**config.mk**
```make
export PLATFORM = sky130hd
export DESIGN_NAME = life_window_scanner
export DESIGN_NICKNAME = d
export VERILOG_FILES = /design/src/rtl/life_pkg.sv /design/src/rtl/life_neigh_sel.sv /design/src/rtl/life_window_scanner.sv
export SDC_FILE = /design/constraint.sdc
export NUM_CORES = 1
export LEC_CHECK = 0
export CAP_MARGIN = 40
export CORE_AREA = 2 2 188 190
export CTS_CLUSTER_DIAMETER = 50
export DETAILED_ROUTE_END_ITERATION = 8
export DIE_AREA = 0 0 190 192
export PLACE_DENSITY = 0.76
export SLEW_MARGIN = 5
export SYNTH_ARGS = -nofsm -noshare
export SYNTH_HDL_FRONTEND = slang
export SYNTH_HIERARCHICAL = 1
export SYNTH_SLANG_ARGS = --single-unit
```
**constraint.sdc**
```tcl
create_clock -name clk -period 5.95 [get_ports clk]
set_clock_uncertainty 0.2 [all_clocks]
set_input_delay 1.19 -clock clk [delete_from_list [all_inputs] [get_ports clk]]
set_output_delay 1.19 -clock clk [all_outputs]
set_load 0.01 [all_outputs]
```
**src/rtl/life_pkg.sv**
```systemverilog
`default_nettype none
// ============================================================================
// Module : life_pkg
// Brief  : Shared window bit positions, width helper and scanner state type.
// Rev    : 1.0 - initial release
// ============================================================================
package life_pkg;

  // Window bit positions; the 9-bit window is packed in this order, LSB first.
  localparam int unsigned NB_TL    = 0;
  localparam int unsigned NB_T     = 1;
  localparam int unsigned NB_TR    = 2;
  localparam int unsigned NB_L     = 3;
  localparam int unsigned NB_C     = 4;
  localparam int unsigned NB_R     = 5;
  localparam int unsigned NB_BL    = 6;
  localparam int unsigned NB_B     = 7;
  localparam int unsigned NB_BR    = 8;
  localparam int unsigned NB_COUNT = 9;

  typedef enum logic [0:0] {
    LOAD = 1'b0,
    SCAN = 1'b1
  } state_e;

  function automatic int unsigned width_of(input int unsigned n);
    return (n <= 1) ? 1 : $clog2(n);
  endfunction

endpackage
`default_nettype wire

```
**src/rtl/life_neigh_sel.sv**
```systemverilog
`default_nettype none
// ============================================================================
// Module : life_neigh_sel
// Brief  : Combinational 3x3 neighbourhood picker with dead or toroidal edges.
// Rev    : 1.0 - initial release
// ============================================================================
module life_neigh_sel
  import life_pkg::*;
#(
  parameter int unsigned WIDTH  = 16,
  parameter int unsigned HEIGHT = 16,
  parameter bit          WRAP   = 1'b0,
  parameter int unsigned XW     = width_of(WIDTH),
  parameter int unsigned YW     = width_of(HEIGHT)
) (
  input  logic [WIDTH*HEIGHT-1:0] board_i,
  input  logic [XW-1:0]           x_i,
  input  logic [YW-1:0]           y_i,
  output logic [NB_COUNT-1:0]     win_o
);

  localparam int unsigned N  = WIDTH * HEIGHT;
  localparam int unsigned IW = width_of(N);

  logic          x_lo_w;
  logic          x_hi_w;
  logic          y_lo_w;
  logic          y_hi_w;
  logic [XW-1:0] col_w [3];
  logic [YW-1:0] row_w [3];
  logic [2:0]    col_ok_w;
  logic [2:0]    row_ok_w;

  assign x_lo_w = (x_i == '0);
  assign x_hi_w = (x_i == XW'(WIDTH - 1));
  assign y_lo_w = (y_i == '0);
  assign y_hi_w = (y_i == YW'(HEIGHT - 1));

  // Neighbour coordinates always land inside the board; the ok flags kill
  // the off-board ones when edges are dead.
  always_comb begin
    col_w[0] = x_lo_w ? XW'(WIDTH - 1) : x_i - XW'(1);
    col_w[1] = x_i;
    col_w[2] = x_hi_w ? '0 : x_i + XW'(1);
    row_w[0] = y_lo_w ? YW'(HEIGHT - 1) : y_i - YW'(1);
    row_w[1] = y_i;
    row_w[2] = y_hi_w ? '0 : y_i + YW'(1);
    col_ok_w = {WRAP | ~x_hi_w, 1'b1, WRAP | ~x_lo_w};
    row_ok_w = {WRAP | ~y_hi_w, 1'b1, WRAP | ~y_lo_w};
  end

  for (genvar r = 0; r < 3; r++) begin : g_row
    for (genvar c = 0; c < 3; c++) begin : g_col
      logic [IW-1:0] idx_w;
      assign idx_w = IW'(row_w[r]) * IW'(WIDTH) + IW'(col_w[c]);
      assign win_o[r*3 + c] = row_ok_w[r] & col_ok_w[c] & board_i[idx_w];
    end
  end

endmodule
`default_nettype wire

```
**src/rtl/life_window_scanner.sv**
```systemverilog
`default_nettype none
// ============================================================================
// Module : life_window_scanner
// Brief  : Loads a Life board bit-serially, then streams every cell's 3x3 window.
// Rev    : 1.0 - initial release
// ============================================================================
module life_window_scanner
  import life_pkg::*;
#(
  parameter int unsigned  WIDTH  = 16,
  parameter int unsigned  HEIGHT = 16,
  parameter bit           WRAP   = 1'b0,
  localparam int unsigned XW     = width_of(WIDTH),
  localparam int unsigned YW     = width_of(HEIGHT)
) (
  input  logic          clk,
  input  logic          rst_n,
  input  logic          in_valid,
  output logic          in_ready,
  input  logic          in_cell,
  output logic          out_valid,
  input  logic          out_ready,
  output logic          out_tl,
  output logic          out_t,
  output logic          out_tr,
  output logic          out_l,
  output logic          out_c,
  output logic          out_r,
  output logic          out_bl,
  output logic          out_b,
  output logic          out_br,
  output logic [XW-1:0] out_x,
  output logic [YW-1:0] out_y,
  output logic          out_last,
  output logic          busy
);

  localparam int unsigned N  = WIDTH * HEIGHT;
  localparam int unsigned IW = width_of(N);

  if (WIDTH < 3 || HEIGHT < 3) begin : g_bad_dims
    $error("life_window_scanner: WIDTH and HEIGHT must both be >= 3");
  end

  state_e                state_q;
  logic [IW-1:0]         ld_idx_q;
  logic [XW-1:0]         sx_q;
  logic [YW-1:0]         sy_q;
  logic [N-1:0]          board_q;

  logic                  scan_w;
  logic                  in_hs_w;
  logic                  x_end_w;
  logic                  y_end_w;
  logic                  ld_end_w;
  logic [NB_COUNT-1:0]   win_w;

  assign scan_w   = (state_q == SCAN);
  assign in_hs_w  = in_valid & ~scan_w;
  assign x_end_w  = (sx_q == XW'(WIDTH - 1));
  assign y_end_w  = (sy_q == YW'(HEIGHT - 1));
  assign ld_end_w = (ld_idx_q == IW'(N - 1));

  always_ff @(posedge clk or negedge rst_n) begin
    if (!rst_n) begin
      state_q  <= LOAD;
      ld_idx_q <= '0;
      sx_q     <= '0;
      sy_q     <= '0;
      board_q  <= '0;
    end else begin
      case (state_q)
        LOAD: begin
          if (in_hs_w) begin
            board_q[ld_idx_q] <= in_cell;
            if (ld_end_w) begin
              ld_idx_q <= '0;
              state_q  <= SCAN;
            end else begin
              ld_idx_q <= ld_idx_q + IW'(1);
            end
          end
        end
        SCAN: begin
          if (out_ready) begin
            if (x_end_w) begin
              sx_q <= '0;
              if (y_end_w) begin
                sy_q    <= '0;
                state_q <= LOAD;
              end else begin
                sy_q <= sy_q + YW'(1);
              end
            end else begin
              sx_q <= sx_q + XW'(1);
            end
          end
        end
        default: state_q <= LOAD;
      endcase
    end
  end

  life_neigh_sel #(
    .WIDTH  (WIDTH),
    .HEIGHT (HEIGHT),
    .WRAP   (WRAP),
    .XW     (XW),
    .YW     (YW)
  ) u_neigh_sel (
    .board_i (board_q),
    .x_i     (sx_q),
    .y_i     (sy_q),
    .win_o   (win_w)
  );

  // Window bits are forced low outside SCAN so idle outputs never show stale data.
  assign in_ready  = ~scan_w;
  assign out_valid = scan_w;
  assign busy      = scan_w;
  assign out_tl    = scan_w & win_w[NB_TL];
  assign out_t     = scan_w & win_w[NB_T];
  assign out_tr    = scan_w & win_w[NB_TR];
  assign out_l     = scan_w & win_w[NB_L];
  assign out_c     = scan_w & win_w[NB_C];
  assign out_r     = scan_w & win_w[NB_R];
  assign out_bl    = scan_w & win_w[NB_BL];
  assign out_b     = scan_w & win_w[NB_B];
  assign out_br    = scan_w & win_w[NB_BR];
  assign out_x     = sx_q;
  assign out_y     = sy_q;
  assign out_last  = scan_w & x_end_w & y_end_w;

endmodule
`default_nettype wire

```
* Word level (Yosys, flattened, before mapping)
Index checks and enable logic that the tools add are counted.
** Storage, ports and cells
- Output and inout bits :: 21
- Word-level logic and storage cells :: 100
- Input port bits :: 5
- Bits in registers :: 273
** Cells by class
- Equal/unequal tests :: 3
- Multiplexer cells :: 32
- Reduce and logical (&&, ||, !) cells :: 6
- $add $sub $neg :: 14
- Bitwise logic cells :: 29
- Order comparisons :: 11
** Operators with widths (count)
- $bwmux 256 :: 1
- $lt 8x9->1 const B :: 10
- $add 8x4->8 :: 9
- $bmux 1 s8 :: 9
- $and 1x1->1 :: 24
- $mux 4 :: 4
- $mux 1 :: 15
- $add 4x1->4 const B :: 2
- $add 8x1->8 const B :: 1
- $demux 1 s8 :: 1
- $eq 4x4->1 const B :: 2
- $eq 8x8->1 const B :: 1
- $ge 8x1->1 const B :: 1
- $logic_not 4->1 :: 2
- $mux 8 :: 1
- $sub 4x1->4 const B :: 2
- $not 1->1 :: 5
- $reduce_and 2->1 :: 2
- $reduce_and 3->1 :: 1
- $pmux 1 s2 :: 1
- $logic_and 1x1->1 :: 1

* Depth between registers and ports, before layout
Gate-level depths: netlist of the first run.
- Depth after elaboration :: 7
- Depth in mapped cells :: 17
- Gate-level depth less buffers :: 12

* Modules after synthesis
Netlist of the first run, hierarchy kept.
** By module, submodules not included
- life_window_scanner :: area each 12309.3 um^2, sequential area each 6831.6 um^2, instances 1, cells an instance 1015
- life_neigh_sel :: area each 8015.2 um^2, sequential area each 0.0 um^2, instances 1, cells an instance 792

* Least setup slack after synthesis of the first run
Ideal clock, no wire load.
- Path type :: register -> output
- Start point :: reg sx_q[0] (netlist: out_x[0])
- End point :: out out_tl
- Slack :: 0.851 ns
- Cell stages (with the launch flop) :: 14
- Data required time :: 4.560 ns
- Arrival time :: 3.709 ns
- Path buffers :: 4
- Cell sequence :: dfrtp_1 buf_2 inv_2 ha_1 buf_2 buf_2 buf_1 mux4_2 mux2i_1 mux2i_1 mux4_2 and2_1 o32a_1 and2_1
** Between the ends
- Word-level cells in the longest chain between the ends :: 7
- Elaborated cells on any way between the ends :: 10
- Classes of those cells :: add/sub: 2; mux: 3; bitwise: 4; reduce/logical: 1
** RTL lines
- start, declared :: line life_window_scanner.sv:47 : logic [XW-1:0] sx_q;
- start signal, assigned :: line life_window_scanner.sv:95 : sx_q <= sx_q + XW'(1);
- $sub 4x1->4 or $logic_not 4->1 (tied branches) :: line life_neigh_sel.sv:42, life_neigh_sel.sv:34
- $mux 4 :: line life_neigh_sel.sv:42 : col_w[0] = x_lo_w ? XW'(WIDTH - 1) : x_i - XW'(1);
- $add 8x4->8 :: line life_neigh_sel.sv:55 : assign idx_w = IW'(row_w[r]) * IW'(WIDTH) + IW'(col_w[c]);
- $bmux 1 s8 :: line life_neigh_sel.sv:56 : assign win_o[r*3 + c] = row_ok_w[r] & col_ok_w[c] & board_i[idx_w];
- $mux 1 (implied by the code) :: line life_neigh_sel.sv:56
- $and 1x1->1 * :: line life_neigh_sel.sv:56
- named net win_w[0] :: line life_window_scanner.sv:56 : logic [NB_COUNT-1:0] win_w;
- $and 1x1->1 * :: line life_window_scanner.sv:121 : assign out_tl = scan_w & win_w[NB_TL];
- end, declared :: line life_window_scanner.sv:23 : output logic out_tl,
Mark *: on every way through the listed nets, which the timed path passes. The rest lies on a longest branch. The select of a mux whose other input is x is not followed.

* Worst setup path after layout of the first run
Same ends and word-level chain as after synthesis.

==> results of run 1 <==
## final cells by class
cell class	count	area, um^2
inverter	19	73.8
clock inverter	10	114
clock buffer	44	895
sequential	273	6840
fill	2522	11600
tap	455	569
multi-input combinational	1306	12700
timing repair buffer	144	1530
## synth_stat cells, drive strengths merged (3+ instances only)
cell | instances | share of area
nand2b | 17 | 0.0052
nand4b | 5 | 0.0022
o31ai | 4 | 0.0017
clkbuf | 135 | 0.025
o31a | 3 | 0.0013
o211ai | 6 | 0.0022
nand3b | 8 | 0.0030
o32ai | 6 | 0.0026
a211o | 7 | 0.0030
buf | 77 | 0.025
a21bo | 6 | 0.0030
o22a | 3 | 0.0013
nand3 | 50 | 0.012
o221a | 8 | 0.0044
o2111ai | 4 | 0.0017
a211oi | 12 | 0.0047
and2 | 22 | 0.0068
nor2b | 3 | 0.00092
a31oi | 10 | 0.0031
o221ai | 31 | 0.013
xor2 | 4 | 0.0017
a221oi | 3 | 0.0013
xnor2 | 8 | 0.0034
or4b | 5 | 0.0026
dfrtp | 273 | 0.34
o21ai | 37 | 0.0091
a2111oi | 5 | 0.0022
mux2 | 261 | 0.14
mux2i | 103 | 0.051
nor3 | 275 | 0.070
or4 | 5 | 0.0018
mux4 | 172 | 0.19
nand4 | 7 | 0.0022
a22oi | 4 | 0.0015
nand2 | 84 | 0.016
a21oi | 48 | 0.012
nand4bb | 5 | 0.0028
nor2 | 27 | 0.0050
o22ai | 11 | 0.0034
and3 | 3 | 0.00092
ha | 10 | 0.0062
inv | 18 | 0.0033
nor4 | 8 | 0.0032
## power breakdown
group | total [mW] | internal [mW] | switching [mW]
logic | 5.43 | 2.13 | 3.29
registers | 2.09 | 1.94 | 0.146
clock network | 1.92 | 1.12 | 0.797
total | 9.43 | 5.20 | 4.24
## flip-flops by register name, summed over array words and instances, names as in the netlist
| name | flops |
|---|---|
| board_q | 256 |
| ld_idx_q | 8 |
| out_y | 4 |
| busy | 1 |
| out_x | 4 |
## through the flow
| stage | hold slack [ps] | total power, mW | utilization |
|---|---|---|---|
| 2_1_floorplan | 292 | 5.16 | - |
| 3_3_place_gp | 302 | 6.69 | 0.607 |
| 3_5_place_dp | 331 | 6.78 | 0.608 |
| 4_1_cts | 350 | 8.97 | 0.650 |
| 5_1_grt | 370 | 9.70 | 0.662 |
| 6_report | 348 | 9.43 | 0.662 |
## worst max-delay path: cells and delay by family (launching register included)
family	cells	cell delay, ps
buf+inv	3	730
mux	1	470
fa+ha+maj	1	160
compound gates	6	1660
flops	1	540
simple gates	2	340
## worst max path at each step
| stage | startpoint | end | slack (ps) | depth (start not counted) |
|---|---|---|---|---|
| global placement | out_x[0]$_DFFE_PN0P_ | out_b | 200 | 9 |
| global route | out_x[0]$_DFFE_PN0P_ | out_tl | -30 | 16 |
| CTS | out_x[0]$_DFFE_PN0P_ | out_br | 5 | 14 |
| finish | out_x[0]$_DFFE_PN0P_ | out_tl | 70 | 13 |
| detailed placement | out_x[0]$_DFFE_PN0P_ | out_tr | 110 | 13 |
| floorplan | out_x[0]$_DFFE_PN0P_ | out_tl | 850 | 13 |
## logic make-up after synthesis
kind of cell / Yosys count / share of synthesized area
mux: 536 / 0.386
simple gates: 529 / 0.137
flops: 273 / 0.336
buf+inv: 231 / 0.0539
compound gates: 216 / 0.0756
xor+xnor: 12 / 0.00517
fa+ha+maj: 10 / 0.00616
## cells in the final DEF, fill, tap and decap left out, types with 17 or more instances in the layout
cell type / n
nor3_1: 264
o21ai_0: 31
nand2_1: 80
dfrtp_1: 269
mux4_2: 172
o221ai_1: 26
buf_4: 90
nand3_1: 50
mux2i_1: 102
clkbuf_16: 32
clkdlybuf4s50_1: 17
nor2_1: 27
mux2_2: 249
and2_1: 20
a21oi_1: 39
## repair_timing
action | CTS | global route
setup buffers | 10 | 34
gates resized for setup | 43 | 26
gates cloned | 7 | 1
pin swaps | 9 | 10
endpoints found under the setup margin | 9 | 8
## layer usage
metal	GRT usage	vias to the layer above	wire length [um]
li1	-	6953	-
met1	0.475	8453	24100
met2	0.559	1070	29900
met3	0.0738	258	7040
met4	0.187	0	3540
met5	0	-	0
==> out/metrics.cfg, run 1 <==
[timing]
period_share=0.988
rsz0062_at_grt=yes
tightestPinTransition_ps=991
period_needed_ps=5880
fin_setup_tns_ps=0
fin_ws_ps=69.0
max_freq_mhz=170
setup_violations=0
finalHoldViolations=0
relSlewSlack=0.338
slew_violations=0

[floorplan]
die_x_um=190
dieHeight_um=192
io_pins=26
start_util=0.593
die_area_mm2=0.0365
std_cell_rows=68
core_mm2=0.0343

[global_routing]
grt_max_degree=134
antenna_found_initial=0
overflow=0
grt_use_total=0.358
grt_pass1_vias=16599
grt_pass1_wl_um=99700

[setup_path]
worst_ep_arrival_time_ps=4490
path_cells=inv_4, ha_4, a21oi_1, o31ai_4, buf_4, o221ai_1, o22ai_1, a21oi_2, mux4_2, and2_1, o32a_1, and2_1, dlygate4sd2_1
rr_endpoint=board_q[30]$_DFFE_PN0P_
cpMostUsedCell=and2_1
end_kind=output pin
reg2reg_depth=4
crit_slowest_cell=o31ai_4
crit_fanout=11
crit_required_ps=4560
slowest_delay_ps=700
r2r_slack_ps=3320
cp-start-kind=flop
critical_path_class=flop to output pin
r2r-start=ld_idx_q[4]$_DFFE_PN0P_

[placement]
place_area_mm2=0.0209
dp_hpwl_um=39600
preCtsSetupSlack_ps=113
place_inst=2145
routabilityCongestion=0.961
port-buffer-count=25

[route]
antenna_left=0
via_per_inst=7.43
drt_iter0_drc=1777
dr_total_vias=16734
wl_per_cell_um=28.7
dr.pass1.iters=6
drt_wl_total_um=64500
drt_drc_violations_left=0

[clock_tree]
h-tree-depth=1
cts-buffers-inserted=31
cts_tree=done
cts.root.buffer_cell=clkbuf_16
clock-sinks=273
clk_pin_slew_ps=60
postCtsHoldBufs=0
clockBufferDepth=3
insertion_delay_ps=590

[yosys]
synth_nets=1822
syn_inst=1807
synthArstFlopShare=1.00
synth_seq_cells=273
synthesis.area_mm2=0.0203
yosys_warnings=6
yosysUniqueCellTypes=74
yosysSeqAreaShare=0.336
synth-main-ff-cell=dfrtp_1
synth.avg_cell_area_um2=11.2
synth_edf_count=0

[run]
drv_cap=0

[hold_path]
hold_depth=1
holdPathEnd=board_q[206]$_DFFE_PN0P_
min-delay-start=board_q[206]$_DFFE_PN0P_
hp-class=flop to flop

[power_and_ir_drop]
power_density_mw_per_mm2=416
peakVddDrop_uv=462
p_leak_nw=9.30

[finish]
fin_nets=1790
n_antenna_cell=0
final_cells=2251
synthToLayoutAreaGrowth_pct=11.6
design_area_mm2=0.0227
layout-drive-gt1-share=0.374

[run_status]
status=complete, no violations

Power figures use the tool's default switching activity.
==> run 2, diff against run 1 <==
--- a/config.mk
+++ b/config.mk
@@ -10,6 +10,7 @@
 export CTS_CLUSTER_DIAMETER = 50
 export DETAILED_ROUTE_END_ITERATION = 8
 export DIE_AREA = 0 0 190 192
+export GPL_ROUTABILITY_DRIVEN = 0
 export PLACE_DENSITY = 0.76
 export SLEW_MARGIN = 5
 export SYNTH_ARGS = -nofsm -noshare
==> run 2 against run 1 <==
Effect of this change:
- the run now ends with setup timing left
- final cell count fell by 0.93%
- maximum frequency decreased by 2.8%
- die area did not move
- core utilization is 0.68 points lower
- first-iteration DRC count up 32%
- critical endpoint unchanged
- largest cell class unchanged
- highest routed layer is now met5
==> out/metrics.cfg, run 2 (synthesized netlist as in run 1, its figures left out) <==
[route]
wl_met2_um=28600  ; -4.2%
wl_per_cell_um=28.2  ; -1.8%
antenna_left=0  ; unchanged
drt_drc_violations_left=0  ; unchanged
drt_iter0_drc=2342  ; +32%
wl_met3_um=7610  ; +8.0%
dr_total_vias=16866  ; +0.79%
drt_wl_total_um=62800  ; -2.7%
dr.pass1.iters=7  ; +1
maxUsedRoutingLayer=met5
drt-met1-wl_um=22800  ; -5.3%
via_per_inst=7.56  ; +1.7%

[floorplan]
std_cell_rows=68  ; unchanged
core_mm2=0.0343  ; unchanged
start_util=0.593  ; unchanged
io_pins=26  ; unchanged
die_x_um=190  ; unchanged
die_area_mm2=0.0365  ; unchanged
dieHeight_um=192  ; unchanged

[global_routing]
grt_use_total=0.350  ; -0.00749
grt_max_degree=126  ; -6.0%
grt_pass1_wl_um=98900  ; -0.89%
antenna_found_initial=1  ; +1
grt_pass1_vias=16910  ; +1.9%
overflow=0  ; unchanged

[clock_tree]
clock-sinks=273  ; unchanged
h-tree-depth=2  ; +1
cts-buffers-inserted=34  ; +9.7%
cts_tree=done
clockBufferDepth=3  ; unchanged
insertion_delay_ps=520  ; -70 ps
clk_pin_slew_ps=60  ; about the same
postCtsHoldBufs=0  ; unchanged
cts.root.buffer_cell=clkbuf_16

[finish]
multi_input_area_mm2=0.0126  ; -0.71%
largest_reg_flops=256  ; unchanged
fin_nets=1766  ; -1.3%
regMostFlops=board_q
synthToLayoutAreaGrowth_pct=10.5
mostFrequentLayoutCell=dfrtp_1
n_fill_cell=2472  ; -2.0%
n_antenna_cell=0  ; unchanged
final_cell_mix=dfrtp_1 (269), nor3_1 (266), mux2_2 (249)
seqCellArea_mm2=0.00684  ; unchanged
layout-drive-gt1-share=0.362  ; -0.0119
fin_util=0.655  ; -0.00682
top_regs=board_q: 256 flops, ld_idx_q: 8 flops

[timing]
fin_setup_tns_ps=-180  ; -180 ps
finalHoldViolations=0  ; unchanged
relSlewSlack=0.364  ; +0.0259
max_freq_mhz=165  ; -2.8%
fin_ws_ps=-100  ; -170 ps
rsz0062_at_grt=yes
slew_violations=0  ; unchanged
period_needed_ps=6050  ; +170 ps
tightestPinTransition_ps=954  ; -36.6 ps
setup_violations=2  ; +2
period_share=1.02  ; +0.0285

[setup_path]
worst_ep_arrival_time_ps=4660  ; +170 ps
crit_fanout=13  ; +2
critical_path_class=flop to output pin
cp-start-kind=flop
end_kind=output pin
crit_required_ps=4560  ; about the same

[hold_path]
hp-class=flop to flop

[placement]
port-buffer-count=25  ; unchanged
dp_hpwl_um=38800  ; -1.9%

[power_and_ir_drop]
peakVddDrop_uv=402  ; -13%
power_density_mw_per_mm2=416  ; about the same
p_total_mw=9.34  ; -0.96%
p_leak_nw=9.20  ; -1.1%

[run]
drv_cap=0  ; unchanged

[run_status]
violations=setup timing
status=finished, violations left

run 2: cell count changes in the layout (fill, tap and decap cells not counted), sizes merged, moves of 2 or more:
cell,previous run,this run
dlygate4sd2,3,1
clkinvlp,4,2
clkdlybuf4s50,17,20
nand2,87,85
clkbuf,45,47
buf,118,91
bufinv,2,0
inv,18,23
clkinv,5,10
run 2: repair_timing:
item	CTS	global route
gates resized for setup	29	29
endpoints found under the setup margin	9	8
endpoints found under the hold margin	0	0
setup buffers	13	3
pin swaps	4	4
gates cloned	3	2
run 2: worst paths after layout:
path / start / to / slack (ps) / cells after the start
setup reg to reg: busy$_DFF_PN0_ / board_q[40]$_DFFE_PN0P_ / 3260 / 4
setup / recovery: out_x[0]$_DFFE_PN0P_ / out_tl / -100 / 12
min in group asynchronous: rst_n / ld_idx_q[5]$_DFFE_PN0P_ / 520 / 1
hold reg to reg: board_q[23]$_DFFE_PN0P_ / board_q[23]$_DFFE_PN0P_ / 350 / 1
max in group asynchronous: rst_n / out_x[1]$_DFFE_PN0P_ / 3900 / 2
hold / removal: board_q[23]$_DFFE_PN0P_ / board_q[23]$_DFFE_PN0P_ / 350 / 1
run 2: through the flow:
stage               setup WS, ps  instance area (um^2)  hold WS [ps]  cells
floorplan                    851                 20300           292   1807
global placement             346                 20800           324   2146
CTS                         4.60                 22300           353   2225
global route                -177                 22500           375   2230
detailed placement           269                 20900           340   2149
finish                      -100                 22500           352   2230
run 2: where the power goes:
part / leakage (nW) / internal, mW / switching (mW) / total (mW)
Combinational: 4.92 / 2.03 / 3.20 / 5.23
Clock: 0.539 / 1.17 / 0.848 / 2.02
Sequential: 3.74 / 1.94 / 0.154 / 2.10
Total: 9.20 / 5.14 / 4.20 / 9.34
run 2: per-layer routing:
metal  global-route usage  vias up
li1                     -     6895
met1                0.455     8354
met2                0.549     1293
met3               0.0853      322
met4                0.182        2
met5                    0        -
run 2: final cells by class:
cell class / instances / share of cell area
multi-input cells: 1304 / 0.560
flip-flops and latches: 273 / 0.305
repair buffers: 119 / 0.0580
clock buffers: 44 / 0.0433
well taps: 455 / 0.0254
clock inverters: 16 / 0.00513
inverters: 19 / 0.00329
run 2: worst max-delay path, stage by stage, from the launching register on:
cell             delay [ps]
dfrtp_4                 500
inv_4                    80
ha_4                    420
nand2_1                 360
buf_4                   330
o221ai_1                280
a21bo_2                 180
o221ai_1                300
mux4_2                  610
nor3_1                  160
o32a_1                  160
and2_1                  190
clkdlybuf4s50_1         550
